--- src/rtl/ysyx_22040088_ibuf.sv ---
// ----------------------------------------------------------------------------
// ysyx_22040088_ibuf
// Instruction fetch buffer sitting between the IFU and decode. It queues
// {pc, inst, jump} triples from the IFU so that decode back-pressure does not
// stall the icache, and hands them to decode in order over valid/ready.
// A branch redirect (flush) empties the buffer in a single cycle.
//
// Optional build macro:
//   IBUF_BYPASS_EN - when the buffer is empty, an incoming instruction is
//                    forwarded combinationally to decode (zero-cycle latency);
//                    if decode takes it in the same cycle it is never stored.
//
// Ports:
//   clk        in   rising-edge clock
//   rst        in   asynchronous, active-high reset
//   flush      in   branch redirect, discards every buffered entry
//   in_valid   in   IFU presents a fetched instruction
//   in_pc      in   pc of the fetched instruction       [PC_W]
//   in_inst    in   fetched instruction word            [INST_W]
//   in_jump    in   IFU predecoded jal flag
//   in_ready   out  buffer can accept (drives IFU enable)
//   out_valid  out  head entry valid for decode
//   out_pc     out  head pc                             [PC_W]
//   out_inst   out  head instruction                    [INST_W]
//   out_jump   out  head jal flag
//   out_ready  in   decode consumes the head this cycle
//   count      out  current occupancy                   [$clog2(DEPTH+1)]
// ----------------------------------------------------------------------------
module ysyx_22040088_ibuf #(
    parameter int DEPTH  = 4,
    parameter int PC_W   = 64,
    parameter int INST_W = 32
) (
    input  logic                       clk,
    input  logic                       rst,
    input  logic                       flush,
    input  logic                       in_valid,
    input  logic [PC_W-1:0]            in_pc,
    input  logic [INST_W-1:0]          in_inst,
    input  logic                       in_jump,
    output logic                       in_ready,
    output logic                       out_valid,
    output logic [PC_W-1:0]            out_pc,
    output logic [INST_W-1:0]          out_inst,
    output logic                       out_jump,
    input  logic                       out_ready,
    output logic [$clog2(DEPTH+1)-1:0] count
);

    localparam int PTR_W = $clog2(DEPTH);
    localparam int CNT_W = $clog2(DEPTH + 1);
    localparam logic [CNT_W-1:0] FULL_CNT = CNT_W'(DEPTH);

    logic [PC_W-1:0]   pc_mem_r   [DEPTH];
    logic [INST_W-1:0] inst_mem_r [DEPTH];
    logic              jump_mem_r [DEPTH];

    logic [PTR_W-1:0] head_r;
    logic [PTR_W-1:0] tail_r;
    logic [CNT_W-1:0] count_r;

    logic empty_s;
    logic full_s;
    logic bypass_s;
    logic push_s;
    logic pop_s;

    assign empty_s = (count_r == {CNT_W{1'b0}});
    assign full_s  = (count_r == FULL_CNT);

    // Handshake decode: bypass detection, stored push and stored pop.
    always_comb begin
        bypass_s = 1'b0;
`ifdef IBUF_BYPASS_EN
        bypass_s = empty_s && in_valid && !flush;
`endif
        // A bypassed instruction taken by decode right away is never written.
        if (bypass_s && out_ready) begin
            push_s = 1'b0;
        end else begin
            push_s = in_valid && !full_s;
        end
        pop_s = !empty_s && out_ready;
    end

    // Output selection: stored head normally, live IFU input when bypassing.
    always_comb begin
        in_ready = !full_s;
        count    = count_r;
        if (bypass_s) begin
            out_valid = 1'b1;
            out_pc    = in_pc;
            out_inst  = in_inst;
            out_jump  = in_jump;
        end else begin
            out_valid = !empty_s;
            out_pc    = pc_mem_r[head_r];
            out_inst  = inst_mem_r[head_r];
            out_jump  = jump_mem_r[head_r];
        end
    end

    // Pointer and occupancy state; flush outranks any concurrent push/pop.
    always_ff @(posedge clk or posedge rst) begin
        if (rst) begin
            head_r  <= {PTR_W{1'b0}};
            tail_r  <= {PTR_W{1'b0}};
            count_r <= {CNT_W{1'b0}};
        end else if (flush) begin
            head_r  <= {PTR_W{1'b0}};
            tail_r  <= {PTR_W{1'b0}};
            count_r <= {CNT_W{1'b0}};
        end else begin
            // Pointers wrap naturally because DEPTH is a power of two.
            if (push_s) begin
                tail_r <= tail_r + PTR_W'(1);
            end else begin
                tail_r <= tail_r;
            end
            if (pop_s) begin
                head_r <= head_r + PTR_W'(1);
            end else begin
                head_r <= head_r;
            end
            case ({push_s, pop_s})
                2'b10:   count_r <= count_r + CNT_W'(1);
                2'b01:   count_r <= count_r - CNT_W'(1);
                default: count_r <= count_r;
            endcase
        end
    end

    // Entry storage: cleared on reset, written at the tail on an accepted push.
    always_ff @(posedge clk or posedge rst) begin
        if (rst) begin
            for (int i = 0; i < DEPTH; i++) begin
                pc_mem_r[i]   <= {PC_W{1'b0}};
                inst_mem_r[i] <= {INST_W{1'b0}};
                jump_mem_r[i] <= 1'b0;
            end
        end else if (push_s && !flush) begin
            pc_mem_r[tail_r]   <= in_pc;
            inst_mem_r[tail_r] <= in_inst;
            jump_mem_r[tail_r] <= in_jump;
        end else begin
            for (int i = 0; i < DEPTH; i++) begin
                pc_mem_r[i]   <= pc_mem_r[i];
                inst_mem_r[i] <= inst_mem_r[i];
                jump_mem_r[i] <= jump_mem_r[i];
            end
        end
    end

endmodule

--- config.mk ---
export PLATFORM = sky130hd
export DESIGN_NAME = ysyx_22040088_ibuf
export DESIGN_NICKNAME = d
export VERILOG_FILES = /design/src/rtl/ysyx_22040088_ibuf.sv
export SDC_FILE = /design/constraint.sdc
export NUM_CORES = 1
export LEC_CHECK = 0
export ABC_AREA = 1
export BUFFER_PORTS_ARGS = -buffer_cell sky130_fd_sc_hd__buf_2
export CAP_MARGIN = 20
export CORE_ASPECT_RATIO = 0.8
export CORE_UTILIZATION = 58
export DETAILED_ROUTE_END_ITERATION = 16
export HOLD_SLACK_MARGIN = 0.02
export PLACE_DENSITY_LB_ADDON = 0.3
export SYNTH_ARGS = -nofsm -noshare
export SYNTH_HDL_FRONTEND = slang
export SYNTH_SLANG_ARGS = --single-unit
--- constraint.sdc ---
create_clock -name clk -period 15.7 [get_ports clk]
set_input_delay 0.785 -clock clk [delete_from_list [all_inputs] [get_ports clk]]
set_output_delay 0.785 -clock clk [all_outputs]
set_load 0.02 [all_outputs]
After elaboration in Yosys (flattened, before gate mapping)
Index checks and enable logic that the tools add are counted.
- register bits: 395
- output and inout port bits: 102
- $add $sub $neg: 4
- $lt $le $gt $ge: 3
- equality and inequality tests: 3
- muxes and demuxes: 24
- bitwise operators: 2
- reductions and logical operators: 11
- operators with widths (cell ; number):
    256-bit bitwise mux ; 1
    64-bit 2-to-1 mux ; 3
    64-bit binary-select mux with 2-bit select ; 1
    128-bit bitwise mux ; 1
    64-bit demux with 2-bit select ; 1
    32-bit 2-to-1 mux ; 3
    32-bit binary-select mux with 2-bit select ; 1
    32-bit demux with 2-bit select ; 1
    2-bit 2-to-1 mux ; 4
    3-bit >= comparator (second input constant) ; 2
    2-bit inverter with 3-bit output ; 2
    3-bit case mux with 2 select lines ; 1
    2-bit by 1-bit adder with 2-bit output (second input constant) ; 2
    4-bit bitwise mux ; 1
    1-bit logical AND ; 4
    2-bit nonzero test ; 2
    3-bit by 1-bit adder with 3-bit output (second input constant) ; 1
    3-bit equality test (second input constant) ; 1
    1-bit zero test ; 3
    3-bit zero test ; 1
    3-bit by 1-bit less-than comparator with 1-bit output (second input constant) ; 1
    1-bit 2-to-1 mux ; 3
    3-bit 2-to-1 mux ; 1
    3-bit nonzero test ; 1
    other kinds (5) ; 5

Longest topological paths before layout
- depth after elaboration: 6
- depth in mapped cells: 12
- depth with buffers taken out: 12

Worst setup path before layout
No wires, ideal clock.
- path type: flip-flop to output port
- start point: register head_r[0]
- end point: output port out_inst[0]
- arrival time: 1475 ps
- path slack: 13440 ps
- stages on the path, launching flop included: 7
- path buffers: 3
- cell sequence: dfrtp_1 -> buf_2 -> inv_1 -> buf_2 -> clkbuf_1 -> nor2_1 -> o22ai_1
- cells in the longest elaborated chain, start to end: 4
- RTL lines (what ; line ; source):
    from (decl) ; 58 ; logic [PTR_W-1:0] head_r;
    from (signal assigned) ; 106 ; head_r <= {PTR_W{1'b0}};
    from (signal assigned) ; 110 ; head_r <= {PTR_W{1'b0}};
    from (signal assigned) ; 121 ; head_r <= head_r + PTR_W'(1);
    2-bit inverter with 3-bit output (not written as such) ; 98 ; out_inst = inst_mem_r[head_r];
    32-bit binary-select mux with 2-bit select ; 98 ;
    32-bit 2-to-1 mux (not written as such) (2 in series) ; 98 ;
    to (decl) ; 44 ; output logic [INST_W-1:0] out_inst,
No other way between the ends. The select of a mux whose other input is x is not followed.

Worst setup path after layout
- start point: register head_r[0]
- end point: output port out_inst[10]
Same word-level chain as after synthesis.

==> impl_metrics.toml <==
[route]
dr.pass1.iters = 6
totalWireLength_um = 41100
post_drt_wl_per_cell_um = 16.6
drt_iter0_drc = 1227
ant_nets = 0
routed_via_density = 5.70
drcViolationCount = 0
vias = 14100

[cts]
cts_sinks = 395
cts_hold_buffers = 0
clkLatencyLatePin_ns = 0.54
clk_pin_slew_worst_paths_ns = 0.06
cts_root_buf = "clkbuf_16"
cts_tree = "built"
cts_resized = 0
htree_levels = 2
cts_buffers = 40
clock_path_buffers = 3
post_cts_buffers = 0

[yosys]
synth.area.mux_share_pct = 0
synth_adder_area_share_pct = 0.409
syn_nets = 2060
synth_compound_gate_area_share_pct = 20.9
synth_xor_area_share_pct = 0.0511
synth-warning-count = 0
yosysUniqueCellTypes = 21
synth-simple-area-share_pct = 13.9
ys_ff_latch = 395
synth_area_mm2 = 0.0171
ys_seq_area_share_pct = 57.7
synthCells = 1953
synth_top_family_by_area = "compound AO/OA/AOI/OAI gates"
avgSynthCellArea_um2 = 8.77

[critical_path]
cp.required_ns = 14.91
end_kind = "primary output"
cp.depth = 5
r2r_cells = 7
crit_buf_inv = 3
cp_slowest_stage_delay_ns = 0.93
crit_chain = "inv_6, buf_4, o21ai_0, o22ai_1, buf_2"
path_max_fanout = 110
critPathLaunchType = "flop"
slowest_stage = "buf_4"
arrival_ns = 3.47
path_delay_family = "buffers and inverters"
critPathKind = "flop to primary output"

[power]
power_leakage_nw = 9.67
powerDensity_mw_per_mm2 = 213
power_mw = 4.14
ir_worst_vdd_mv = 0.127

[run_status]
status = "finished, final reports clean"

[timing]
rsz0062_at_grt = "no"
period_needed_ns = 4.25
slew_violations = 0
setup_tns_ns = 0
relSlewSlack_pct = 25.1
setup_violations = 0
worstMarginPinSlew_ns = 1.12
fmax_mhz = 235
clock_skew_ns = 0.0104
fin_crit_sh_pct = 27.1
hold_viol_final = 0
timing.hold.ws_ns = 0.381

[cells_and_area]
layout_common_cells = "nand2_1 (405), dfrtp_1 (393), o21ai_0 (305)"
fin_nets = 2171
nFillCells = 2303
layout_commonest_cell = "nand2_1"
utilization_pct = 67.8
drive_gt1_share_pct = 14.5
area_growth_pct = 13.3

[floorplanning]
fp.dieW_um = 194
ioPinCount = 204
die_area_mm2 = 0.0302
core_mm2 = 0.0286
start_util_pct = 59.9
rows = 55
dieHeight_um = 156

[place]
numPortBuffers = 203
dp_hpwl_um = 23200
gp_congestion = 0.802

[flow_run]
drv_cap = 0

[global_route]
grt-ovfl-total = 0
grt_pass1_vias = 13400
antenna_found_initial = 5
grt_max_degree = 118
grt_pass1_wl_um = 68300
grt_usage_pct = 27.8

[hold_path]
hp-class = "input port to async pin"
[registers in the layout (all words and copies together) (netlist names)]
register and flops:
count 3, head_r 2, inst_mem_r 128, jump_mem_r 4, pc_mem_r 256, tail_r 2
[per-stage QoR]
step	instance area [um^2]	setup WS, ns	instances
2_1_floorplan	17100	3.93	1953
3_3_place_gp	18000	12.17	2392
3_5_place_dp	18000	12.09	2392
4_1_cts	19400	11.49	2463
5_1_grt	19400	11.19	2464
6_report	19400	11.45	2467
[final cells by class]
type | instances | area, um^2 | area share (%)
Sequential cell | 395 | 9890 | 50.9
Timing Repair Buffer | 216 | 1110 | 5.74
Clock buffer | 58 | 1200 | 6.18
Inverter | 107 | 414 | 2.13
Tap cell | 370 | 463 | 2.38
Clock inverter | 13 | 248 | 1.28
Antenna cell | 4 | 10.0 | 0.0516
Multi-Input combinational cell | 1304 | 6070 | 31.3
[power breakdown]
| group | internal (mW) | switching, mW |
|---|---|---|
| clock network | 0.646 | 0.394 |
| registers | 1.44 | 0.240 |
| logic | 0.495 | 0.921 |
| total | 2.58 | 1.56 |
[Yosys cell counts]
cell / n / share of area, %
buf_6: 4 / 0.26
buf_4: 50 / 2.2
clkbuf_1: 62 / 1.4
o22ai_1: 97 / 3.5
a21oi_1: 3 / 0.088
nor2_1: 195 / 4.3
nand3b_1: 1 / 0.044
nor2_8: 1 / 0.12
nand2_4: 6 / 0.39
inv_1: 107 / 2.3
nor2_2: 1 / 0.037
o21ai_1: 270 / 7.9
o21ai_2: 10 / 0.51
xnor2_1: 1 / 0.051
o21ai_0: 305 / 8.9
fa_1: 1 / 0.12
buf_2: 31 / 0.91
nand3_1: 4 / 0.12
nand2_1: 405 / 8.9
dfrtp_1: 395 / 58
ha_1: 4 / 0.29
[layer usage]
layer | track usage (%) | routed length [um]
met1 | 39.3 | 18400
met2 | 43.7 | 18700
met3 | 5.66 | 3060
met4 | 8.43 | 854
met5 | 0 | 23
[final timing paths]
path                                         endpoint  slack, ns                  startpoint
hold / removal              pc_mem_r[185]$_DFFE_PP0P_       0.38                         rst
setup reg to reg           inst_mem_r[77]$_DFFE_PP0P_      12.93        count[0]$_DFFE_PP0P_
hold reg to reg            inst_mem_r[78]$_DFFE_PP0P_       0.48  inst_mem_r[78]$_DFFE_PP0P_
min in group clk           inst_mem_r[78]$_DFFE_PP0P_       0.48  inst_mem_r[78]$_DFFE_PP0P_
max in group asynchronous   pc_mem_r[202]$_DFFE_PP0P_      13.18                         rst
setup / recovery                         out_inst[10]      11.45       head_r[0]$_DFFE_PP0P_
[worst reg2reg max path, delay by kind of cell, from the launching register on]
| family | cells | cell delay, ns |
|---|---|---|
| buffers and inverters | 1 | 0.91 |
| AOI/OAI and AO/OA | 1 | 0.30 |
| DFF | 1 | 0.45 |
| and+or+nand+nor | 5 | 0.95 |
[cell families (layout without fill, tap and decap cells)]
| family | count (synthesis) | after routing |
|---|---|---|
| other | 0 | 4 |
| adder cells (fa/ha/maj) | 5 | 5 |
| AO/OA/AOI/OAI | 685 | 685 |
| XOR/XNOR | 1 | 1 |
| buffers and inverters | 254 | 394 |
| flip-flops | 395 | 395 |
| AND/OR/NAND/NOR | 613 | 613 |
Note: power is estimated with default switching activity, not from simulation.
